`src/rtl/arc4_encrypt_if.sv`:
```
// arc4_encrypt_if: start handshake, key and the three memory ports of the
// ARC4 encryption engine bundled as one interface.
//   en, key              start request and 24-bit key
//   rdy                  engine idle/ready
//   s_addr/s_wrdata/s_wren/s_rddata   256x8 S-box memory port
//   pt_addr/pt_rddata    plaintext read port (1-cycle latency)
//   ct_addr/ct_wrdata/ct_wren         ciphertext write port
// master: the side that requests runs and owns the memories.
// slave:  the engine itself.
interface arc4_encrypt_if;
    logic        en;
    logic        rdy;
    logic [23:0] key;
    logic [7:0]  s_addr;
    logic [7:0]  s_wrdata;
    logic        s_wren;
    logic [7:0]  s_rddata;
    logic [7:0]  pt_addr;
    logic [7:0]  pt_rddata;
    logic [7:0]  ct_addr;
    logic [7:0]  ct_wrdata;
    logic        ct_wren;

    modport master (
        output en, key, s_rddata, pt_rddata,
        input  rdy, s_addr, s_wrdata, s_wren, pt_addr, ct_addr, ct_wrdata, ct_wren
    );

    modport slave (
        input  en, key, s_rddata, pt_rddata,
        output rdy, s_addr, s_wrdata, s_wren, pt_addr, ct_addr, ct_wrdata, ct_wren
    );
endinterface

```
`src/rtl/arc4_encrypt.sv`:
```
// arc4_encrypt: ARC4 encryption engine. On an accepted en pulse it
// initialises the external S memory, runs the key schedule with the latched
// 24-bit key, then reads the length-prefixed plaintext and writes the
// length-prefixed ciphertext.
// Ports:
//   clk, rst_n   clock and asynchronous active-low reset
//   bus          arc4_encrypt_if.slave (en/key/rdy plus S, pt and ct ports)
// Option macro ARC4_ENC_DROP256_EN: discard the first 256 keystream bytes
// (RC4-drop[256]) before producing ciphertext. Undefined gives plain ARC4.
// All memory-port outputs are registered; each state's outputs are computed
// on the edge that enters it, so a read address is visible in one state and
// its data is usable in the next.
module arc4_encrypt (
    input  logic          clk,
    input  logic          rst_n,
    arc4_encrypt_if.slave bus
);

    localparam int unsigned BYTE_W = 8;
    localparam int unsigned KEY_W  = 24;
    localparam int unsigned KIDX_W = 2;

    typedef enum logic [4:0] {
        IDLE,
        INIT,
        KSA_RD_I,
        KSA_WAIT_I,
        KSA_RD_J,
        KSA_WAIT_J,
        KSA_WR_I,
        KSA_WR_J,
        LEN_RD,
        LEN_WR,
        P_RD_I,
        P_WAIT_I,
        P_RD_J,
        P_WAIT_J,
        P_WR_I,
        P_WR_J,
        P_RD_T,
        P_WAIT_T,
        DONE
    } state_t;

    state_t              state, state_n;
    logic [BYTE_W-1:0]   i, i_n;
    logic [BYTE_W-1:0]   j, j_n;
    logic [BYTE_W-1:0]   k, k_n;
    logic [BYTE_W-1:0]   len, len_n;
    logic [BYTE_W-1:0]   si, si_n;
    logic [BYTE_W-1:0]   sj, sj_n;
    logic [KIDX_W-1:0]   kidx, kidx_n;
    logic [KEY_W-1:0]    key_q, key_n;
    logic [BYTE_W-1:0]   key_byte;

    logic                rdy_q, rdy_n;
    logic [BYTE_W-1:0]   s_addr_q, s_addr_n;
    logic [BYTE_W-1:0]   s_wrdata_q, s_wrdata_n;
    logic                s_wren_q, s_wren_n;
    logic [BYTE_W-1:0]   pt_addr_q, pt_addr_n;
    logic [BYTE_W-1:0]   ct_addr_q, ct_addr_n;
    logic [BYTE_W-1:0]   ct_wrdata_q, ct_wrdata_n;
    logic                ct_wren_q, ct_wren_n;

`ifdef ARC4_ENC_DROP256_EN
    logic                drop_act, drop_act_n;
    logic [BYTE_W-1:0]   drop_cnt, drop_cnt_n;
`endif

    // Key byte picked by the explicit mod-3 counter.
    always_comb begin
        case (kidx)
            2'd0:    key_byte = key_q[23:16];
            2'd1:    key_byte = key_q[15:8];
            default: key_byte = key_q[7:0];
        endcase
    end

    // State, datapath and output registers.
    always_ff @(posedge clk or negedge rst_n) begin
        if (!rst_n) begin
            state       <= IDLE;
            i           <= '0;
            j           <= '0;
            k           <= '0;
            len         <= '0;
            si          <= '0;
            sj          <= '0;
            kidx        <= '0;
            key_q       <= '0;
            rdy_q       <= 1'b1;
            s_addr_q    <= '0;
            s_wrdata_q  <= '0;
            s_wren_q    <= 1'b0;
            pt_addr_q   <= '0;
            ct_addr_q   <= '0;
            ct_wrdata_q <= '0;
            ct_wren_q   <= 1'b0;
`ifdef ARC4_ENC_DROP256_EN
            drop_act    <= 1'b0;
            drop_cnt    <= '0;
`endif
        end else begin
            state       <= state_n;
            i           <= i_n;
            j           <= j_n;
            k           <= k_n;
            len         <= len_n;
            si          <= si_n;
            sj          <= sj_n;
            kidx        <= kidx_n;
            key_q       <= key_n;
            rdy_q       <= rdy_n;
            s_addr_q    <= s_addr_n;
            s_wrdata_q  <= s_wrdata_n;
            s_wren_q    <= s_wren_n;
            pt_addr_q   <= pt_addr_n;
            ct_addr_q   <= ct_addr_n;
            ct_wrdata_q <= ct_wrdata_n;
            ct_wren_q   <= ct_wren_n;
`ifdef ARC4_ENC_DROP256_EN
            drop_act    <= drop_act_n;
            drop_cnt    <= drop_cnt_n;
`endif
        end
    end

    // Next-state and next-output logic.
    always_comb begin
        state_n     = state;
        i_n         = i;
        j_n         = j;
        k_n         = k;
        len_n       = len;
        si_n        = si;
        sj_n        = sj;
        kidx_n      = kidx;
        key_n       = key_q;
        s_addr_n    = s_addr_q;
        s_wrdata_n  = s_wrdata_q;
        s_wren_n    = 1'b0;
        pt_addr_n   = pt_addr_q;
        ct_addr_n   = ct_addr_q;
        ct_wrdata_n = ct_wrdata_q;
        ct_wren_n   = 1'b0;
`ifdef ARC4_ENC_DROP256_EN
        drop_act_n  = drop_act;
        drop_cnt_n  = drop_cnt;
`endif

        unique case (state)
            IDLE: begin
                if (bus.en) begin
                    key_n      = bus.key;
                    i_n        = '0;
                    j_n        = '0;
                    kidx_n     = '0;
                    s_addr_n   = '0;
                    s_wrdata_n = '0;
                    s_wren_n   = 1'b1;
                    state_n    = INIT;
                end
            end
            // s[i] = i is being written this cycle; queue the next one.
            INIT: begin
                if (i == 8'd255) begin
                    i_n      = '0;
                    s_addr_n = '0;
                    state_n  = KSA_RD_I;
                end else begin
                    i_n        = BYTE_W'(i + 8'd1);
                    s_addr_n   = BYTE_W'(i + 8'd1);
                    s_wrdata_n = BYTE_W'(i + 8'd1);
                    s_wren_n   = 1'b1;
                end
            end
            KSA_RD_I:   state_n = KSA_WAIT_I;
            KSA_WAIT_I: begin
                si_n     = bus.s_rddata;
                j_n      = BYTE_W'(j + bus.s_rddata + key_byte);
                s_addr_n = j_n;
                state_n  = KSA_RD_J;
            end
            KSA_RD_J:   state_n = KSA_WAIT_J;
            KSA_WAIT_J: begin
                s_addr_n   = i;
                s_wrdata_n = bus.s_rddata;
                s_wren_n   = 1'b1;
                state_n    = KSA_WR_I;
            end
            KSA_WR_I: begin
                s_addr_n   = j;
                s_wrdata_n = si;
                s_wren_n   = 1'b1;
                state_n    = KSA_WR_J;
            end
            KSA_WR_J: begin
                i_n    = BYTE_W'(i + 8'd1);
                kidx_n = (kidx == 2'd2) ? 2'd0 : KIDX_W'(kidx + 2'd1);
                if (i == 8'd255) begin
                    pt_addr_n = '0;
                    state_n   = LEN_RD;
                end else begin
                    s_addr_n = BYTE_W'(i + 8'd1);
                    state_n  = KSA_RD_I;
                end
            end
            LEN_RD:     state_n = LEN_WR;
            // Length byte arrives; copy it to ct[0] and start the keystream.
            LEN_WR: begin
                len_n       = bus.pt_rddata;
                ct_addr_n   = '0;
                ct_wrdata_n = bus.pt_rddata;
                ct_wren_n   = 1'b1;
                j_n         = '0;
                k_n         = 8'd1;
                if (bus.pt_rddata == 8'd0) begin
                    i_n     = '0;
                    state_n = DONE;
                end else begin
                    i_n      = 8'd1;
                    s_addr_n = 8'd1;
                    state_n  = P_RD_I;
`ifdef ARC4_ENC_DROP256_EN
                    drop_act_n = 1'b1;
                    drop_cnt_n = '0;
`endif
                end
            end
            P_RD_I:     state_n = P_WAIT_I;
            P_WAIT_I: begin
                si_n     = bus.s_rddata;
                j_n      = BYTE_W'(j + bus.s_rddata);
                s_addr_n = j_n;
                state_n  = P_RD_J;
            end
            P_RD_J:     state_n = P_WAIT_J;
            P_WAIT_J: begin
                sj_n       = bus.s_rddata;
                s_addr_n   = i;
                s_wrdata_n = bus.s_rddata;
                s_wren_n   = 1'b1;
                state_n    = P_WR_I;
            end
            P_WR_I: begin
                s_addr_n   = j;
                s_wrdata_n = si;
                s_wren_n   = 1'b1;
                state_n    = P_WR_J;
            end
            // Swap done; either discard this keystream byte or fetch it.
            P_WR_J: begin
`ifdef ARC4_ENC_DROP256_EN
                if (drop_act) begin
                    drop_cnt_n = BYTE_W'(drop_cnt + 8'd1);
                    if (drop_cnt == 8'd255) begin
                        drop_act_n = 1'b0;
                    end
                    i_n      = BYTE_W'(i + 8'd1);
                    s_addr_n = BYTE_W'(i + 8'd1);
                    state_n  = P_RD_I;
                end else begin
`endif
                    s_addr_n  = BYTE_W'(si + sj);
                    pt_addr_n = k;
                    state_n   = P_RD_T;
`ifdef ARC4_ENC_DROP256_EN
                end
`endif
            end
            P_RD_T:     state_n = P_WAIT_T;
            P_WAIT_T: begin
                ct_addr_n   = k;
                ct_wrdata_n = bus.pt_rddata ^ bus.s_rddata;
                ct_wren_n   = 1'b1;
                if (k == len) begin
                    state_n = DONE;
                end else begin
                    k_n      = BYTE_W'(k + 8'd1);
                    i_n      = BYTE_W'(i + 8'd1);
                    s_addr_n = BYTE_W'(i + 8'd1);
                    state_n  = P_RD_I;
                end
            end
            DONE:       state_n = IDLE;
            default:    state_n = IDLE;
        endcase

        rdy_n = (state_n == IDLE);
    end

    assign bus.rdy       = rdy_q;
    assign bus.s_addr    = s_addr_q;
    assign bus.s_wrdata  = s_wrdata_q;
    assign bus.s_wren    = s_wren_q;
    assign bus.pt_addr   = pt_addr_q;
    assign bus.ct_addr   = ct_addr_q;
    assign bus.ct_wrdata = ct_wrdata_q;
    assign bus.ct_wren   = ct_wren_q;

endmodule

```
`src/flat_wrapper.sv`:
```
// flat-port wrapper written by rule: the top's interface ports become plain ports
module arc4_encrypt_flat 
  (clk, rst_n, bus_en, bus_key, bus_s_rddata, bus_pt_rddata, bus_rdy, bus_s_addr, bus_s_wrdata, bus_s_wren, bus_pt_addr, bus_ct_addr, bus_ct_wrdata, bus_ct_wren);
  arc4_encrypt_if bus_i ();
  input  logic clk;
  input  logic rst_n;
  input wire logic [$bits(bus_i.en)-1:0] bus_en;
  input wire logic [$bits(bus_i.key)-1:0] bus_key;
  input wire logic [$bits(bus_i.s_rddata)-1:0] bus_s_rddata;
  input wire logic [$bits(bus_i.pt_rddata)-1:0] bus_pt_rddata;
  output wire logic [$bits(bus_i.rdy)-1:0] bus_rdy;
  output wire logic [$bits(bus_i.s_addr)-1:0] bus_s_addr;
  output wire logic [$bits(bus_i.s_wrdata)-1:0] bus_s_wrdata;
  output wire logic [$bits(bus_i.s_wren)-1:0] bus_s_wren;
  output wire logic [$bits(bus_i.pt_addr)-1:0] bus_pt_addr;
  output wire logic [$bits(bus_i.ct_addr)-1:0] bus_ct_addr;
  output wire logic [$bits(bus_i.ct_wrdata)-1:0] bus_ct_wrdata;
  output wire logic [$bits(bus_i.ct_wren)-1:0] bus_ct_wren;
  assign bus_i.en = bus_en;
  assign bus_i.key = bus_key;
  assign bus_i.s_rddata = bus_s_rddata;
  assign bus_i.pt_rddata = bus_pt_rddata;
  assign bus_rdy = bus_i.rdy;
  assign bus_s_addr = bus_i.s_addr;
  assign bus_s_wrdata = bus_i.s_wrdata;
  assign bus_s_wren = bus_i.s_wren;
  assign bus_pt_addr = bus_i.pt_addr;
  assign bus_ct_addr = bus_i.ct_addr;
  assign bus_ct_wrdata = bus_i.ct_wrdata;
  assign bus_ct_wren = bus_i.ct_wren;
  arc4_encrypt u_core (.clk(clk), .rst_n(rst_n), .bus(bus_i));
endmodule
```
`config.mk`:
```
export PLATFORM = sky130hd
export DESIGN_NAME = arc4_encrypt_flat
export DESIGN_NICKNAME = d
export VERILOG_FILES = /design/src/rtl/arc4_encrypt_if.sv /design/src/rtl/arc4_encrypt.sv /design/src/flat_wrapper.sv
export SDC_FILE = /design/constraint.sdc
export NUM_CORES = 1
export LEC_CHECK = 0
export CAP_MARGIN = 20
export CORE_AREA = 2 2 125 127
export CTS_CLUSTER_DIAMETER = 120
export DETAILED_ROUTE_END_ITERATION = 10
export DIE_AREA = 0 0 127 129
export PLACE_DENSITY_LB_ADDON = 0.1
export SYNTH_ARGS = -nofsm -noshare
export SYNTH_HDL_FRONTEND = slang
export SYNTH_SLANG_ARGS = --single-unit
```
`constraint.sdc`:
```
create_clock -name clk -period 6.7 [get_ports clk]
set_input_delay 2.01 -clock clk [delete_from_list [all_inputs] [get_ports clk]]
set_output_delay 2.01 -clock clk [all_outputs]
set_load 0.03 [all_outputs]
```
# Yosys cells after proc, flatten, opt, wreduce, memory -nomap -nowiden
# Cells that the tools add are included.
dict set report totals {
  register_bits 122
  latch_bits 0
  ram_bits 0
  mem_bits_ro 0
  input_bits 43
  out_inout_bits 43
  elab_cells 105
  mem_count 0
}
dict set report classes {
  n_addsub 6
  mul 0
  n_div 0
  order_cmp 0
  n_eq_ne 27
  n_shift 0
  muxes 30
  bitwise_logic 1
  reduce_logical 24
}
# operator n
set ops {}
lappend ops {{5-bit one-hot mux with 18 select lines} 1}
lappend ops {{8-bit one-hot mux with 10 select lines} 1}
lappend ops {{8-bit one-hot mux with 2 select lines} 5}
lappend ops {{8-bit one-hot mux with 4 select lines} 2}
lappend ops {{8-bit 2-to-1 mux} 7}
lappend ops {{5-bit by 4-bit == test with 1-bit output (second input constant)} 8}
lappend ops {{8-bit one-hot mux with 5 select lines} 1}
lappend ops {{8-bit adder} 3}
lappend ops {{5-bit by 3-bit == test with 1-bit output (second input constant)} 4}
lappend ops {{5-bit 2-to-1 mux} 4}
lappend ops {{8-bit by 1-bit adder with 8-bit output (second input constant)} 2}
lappend ops {{5-bit by 2-bit == test with 1-bit output (second input constant)} 2}
lappend ops {{5-bit == test (second input constant)} 2}
lappend ops {{5-bit logical NOT} 2}
lappend ops {{2-bit != test (second input constant)} 5}
lappend ops {{2-bit AND reduction} 5}
lappend ops {{10-bit nonzero test} 1}
lappend ops {{8-bit == test} 1}
lappend ops {{8-bit == test (second input constant)} 1}
lappend ops {{8-bit logical NOT} 1}
lappend ops {{4-bit nonzero test} 2}
lappend ops {{2-bit OR reduction} 4}
lappend ops {{8-bit XOR} 1}
lappend ops {{3-bit AND reduction} 2}
lappend ops {{15 further kinds} 21}

# Longest topological paths before layout
dict set report logic_depth {
  depth_word 4
  depth_mapped 14
}

# Worst setup path after synthesis
# Ideal clock, no wire load.
dict set report synth_path {
  kind {in2reg}
  startpoint {input port bus_s_rddata[0]}
  endpoint {register u_core.s_addr_q[7], in the netlist u_core.bus.s_addr[7]}
  setup_time_ns 0.141
  arrival_ns 4.155
  required_ns 6.559
  setup_slack_ns 2.404
  stages 14
  path_buffers 0
  path_cell_list {ha_1 inv_1 fa_1 nor2b_1 o31a_1 o22ai_1 xnor2_1 ha_1 o21ai_0 nor2_1 a2bb2oi_1 xnor2_1 o21ai_0 o2111ai_1}
}
dict set report synth_via {
  elab_chain_len 3
}
# item line
set synth_lines {}
lappend synth_lines {{start: declaration} flat_wrapper.sv:9} ;# input wire logic [$bits(bus_i.s_rddata)-1:0] bus_s_rddata;
lappend synth_lines {{8-bit adder (*)} {arc4_encrypt.sv:180, arc4_encrypt.sv:233}}
lappend synth_lines {{8-bit adder} arc4_encrypt.sv:180} ;# j_n = BYTE_W'(j + bus.s_rddata + key_byte);
lappend synth_lines {{8-bit one-hot mux with 10 select lines (*)} arc4_encrypt.sv:151} ;# unique case (state)
lappend synth_lines {{end signal: assignment} arc4_encrypt.sv:114} ;# s_addr_q <= s_addr_n;
lappend synth_lines {{end: declaration} arc4_encrypt.sv:57} ;# logic [BYTE_W-1:0] s_addr_q, s_addr_n;
# Mark *: on every way between the ends. The rest lies on a longest branch, timed or not.
# A chain may end at the register's enable or synchronous reset.

# Final worst setup path
# Same ends and word-level chain as after synthesis.

==> results_dict.tcl <==
set metrics [dict create \
    grt_pass1_vias 5575 \
    cts_tree "yes" \
    drt-pass1-iter-count 5 \
    dieArea_um2 16400 \
    worstHoldPathType "flip-flop to flip-flop" \
    leakage_uw 0.00362 \
    worstSkewPairLatency_ps 420 \
    dpl.hpwl_um 13500 \
    rsz0062_at_grt "false" \
    reg2reg_to "u_core.i[3]" \
    grt_pass1_wl_um 30400 \
    crit_fanout 6 \
    power_uw 2450 \
    endpoint_kind "flip-flop" \
    final_nets 815 \
    min_period_ps 4990 \
    fin_crit_sh 0.744 \
    rows 45 \
    cts_resized 0 \
    postCtsHoldBufs 0 \
    yosys_register_bits 122 \
    start_util 0.447 \
    synth_edf_count 0 \
    peakVddDrop_mv 0.178 \
    largest_reg_flops 24 \
    fin_util 0.555 \
    areaGrowthSynthToFinish_pct 24.2 \
    ys_top_cells_by_area "dfrtp_1 45%, mux2_2 7.2%, o21ai_0 5.2%" \
    crit_required_ps 6980 \
    cts.sinks 122 \
    tightest_slew_ps 1150 \
    ys_warn_count 0 \
    drt_iter0_drc 513 \
    ant_nets 0 \
    syn_nets 742 \
    die_y_um 129 \
    syn-cell-area_um2 6700 \
    drv_slew 0 \
    clockRootBuffer "clkbuf_16" \
    drive_gt1_frac 0.121 \
    fin_worst_skew_ps 9.45 \
    core_um2 15000 \
    critPathLaunchType "primary input" \
    drc 0 \
    power_per_cell_area_nw_per_um2 295 \
    reg2regPathDepth 5 \
    yosys.area.top_type "dfrtp_1" \
    synth_commonest_cells "121 x dfrtp_1, 74 x nand2_1, 69 x o21ai_0" \
    via_count 5622 \
    boundaryPins 86 \
    clockBufferDepth 2 \
    max_freq_ghz 0.200 \
    hold_path_depth 1 \
    synth_most_common_cell "dfrtp_1" \
    cts_buffers 17 \
    antenna_found_initial 0 \
    cts.clk_slew.worst_paths_ps 60 \
    regMostFlops "u_core.key_q" \
    fp.dieW_um 127 \
    worstPathArrival_ps 5270 \
    ys.flop_type "dfrtp_1" \
    routed_via_density 5.94 \
    htreeDepth 4 \
    relSlewSlack 0.233 \
    final_hold_viol_count 0 \
    synthArstFlopShare 1.00 \
    finalWeightedCongestion 0.906 \
    worstHoldEndpoint "u_core.bus.s_addr[1]" \
    antennaDiodeCount 0 \
    synth.distinct_cells 68 \
    r2r-start "u_core.state[3]" \
    grt.overflow.total 0 \
    setup_violations 0 \
    port_buffers 85 \
    wl_um 18800 \
    ys_seq_area_frac 0.456 \
    min-delay-start "u_core.bus.s_addr[1]" \
    grt_max_degree 52 \
    grt_usage 0.240 \
    status "complete, no violations" \
    wire_per_inst_um 19.8 \
    crit_type "primary input to flip-flop" \
    drv_cap 0 \
    post_cts_buffers 0 \
    syn-instance-count 673 \
    setup_tns_ps 0 \
    synth_top_area_frac 0.452 \
    syn_avg_cell_area_um2 9.95 \
    reg2reg_slack_ps 3530 \
]
## stage by stage
stage                     instance area [µm²]  hold WS, ps  cells  setup WS [ps]
after floorplan                          6700          470    673           2400
after global placement                   7650          464    915           1570
after global routing                     8320          503    947           1530
final                                    8320          484    947           1710
after CTS                                8320          487    947           1800
after detailed placement                 7650          470    915           1370
## placed cells by master (no fill, tap or decap), drive strengths merged, types with 6 or more instances in the layout
cell	Yosys	layout
dfrtp	121	121
clkdlybuf4s50	0	84
o21ai	77	77
nand2	74	74
mux2	43	43
a21oi	38	38
nor2	34	34
ha	23	23
clkbuf	19	23
inv	22	22
nand3	20	20
xnor2	19	19
a22o	12	12
xor2	12	12
mux2i	10	10
nor2b	9	9
a22oi	8	8
nand2b	8	8
a21o	7	7
a211oi	7	7
nor3	7	7
a211o	6	6
o31ai	6	6
and3	6	6
## metal layers
layer / part of all wire / wire (µm) / GRT usage
met2: 0.47 / 8720 / 0.379
met3: 0.078 / 1460 / 0.0611
met5: 0 / 0 / 0
met4: 0.022 / 408 / 0.0814
met1: 0.44 / 8160 / 0.324
## area by class of cell
cell class	instances	area (µm²)
clock buffers	23	508
clock inverters	9	159
fillers	1329	6660
inverters	22	82.6
multi-input cells	495	3410
flip-flops and latches	122	3050
well taps	188	235
repair buffers	88	871
## kinds of logic (layout without fill, tap and decap cells)
kind of cell	Yosys count	after routing	share of synthesized area
xor gates and xnor gates	31	31	0.0405
AOI/OAI and AO/OA	205	205	0.200
adders and majority gates	26	26	0.0519
buffers and inverters	56	142	0.0349
DFF	122	122	0.456
and+or+nand+nor	180	180	0.130
muxes	53	53	0.0872
## how the worst max path moves through the flow
| stage | startpoint | endpoint | slack (ps) | cells after the start |
|---|---|---|---|---|
| floorplan | bus_s_rddata[0] | u_core.bus.s_addr[7] | 2400 | 14 |
| global placement | bus_s_rddata[0] | u_core.bus.s_addr[7] | 1570 | 15 |
| detailed placement | bus_s_rddata[0] | u_core.bus.s_addr[7] | 1370 | 15 |
| CTS | bus_s_rddata[0] | u_core.bus.s_addr[7] | 1800 | 15 |
| global route | bus_s_rddata[0] | u_core.bus.s_addr[7] | 1530 | 15 |
| finish | bus_s_rddata[0] | u_core.bus.s_addr[7] | 1710 | 15 |
## critical path: stages
cell and delay [ps]:
clkdlybuf4s50_1 610, ha_1 270, inv_1 80, fa_1 430, nor2b_1 190, o31a_1 170
o22ai_1 100, xnor2_1 170, ha_1 320, o21ai_0 100, nor2_1 110, a2bb2oi_1 230
xnor2_1 110, o21ai_0 220, o2111ai_1 150
## report_power, final
part | switching (µW) | leakage (µW) | total, µW | internal (µW)
clock network | 344 | 0.000326 | 1030 | 683
logic | 276 | 0.00173 | 517 | 241
registers | 70.5 | 0.00157 | 908 | 838
total | 690 | 0.00362 | 2450 | 1760
(Power assumes the default switching activity.)
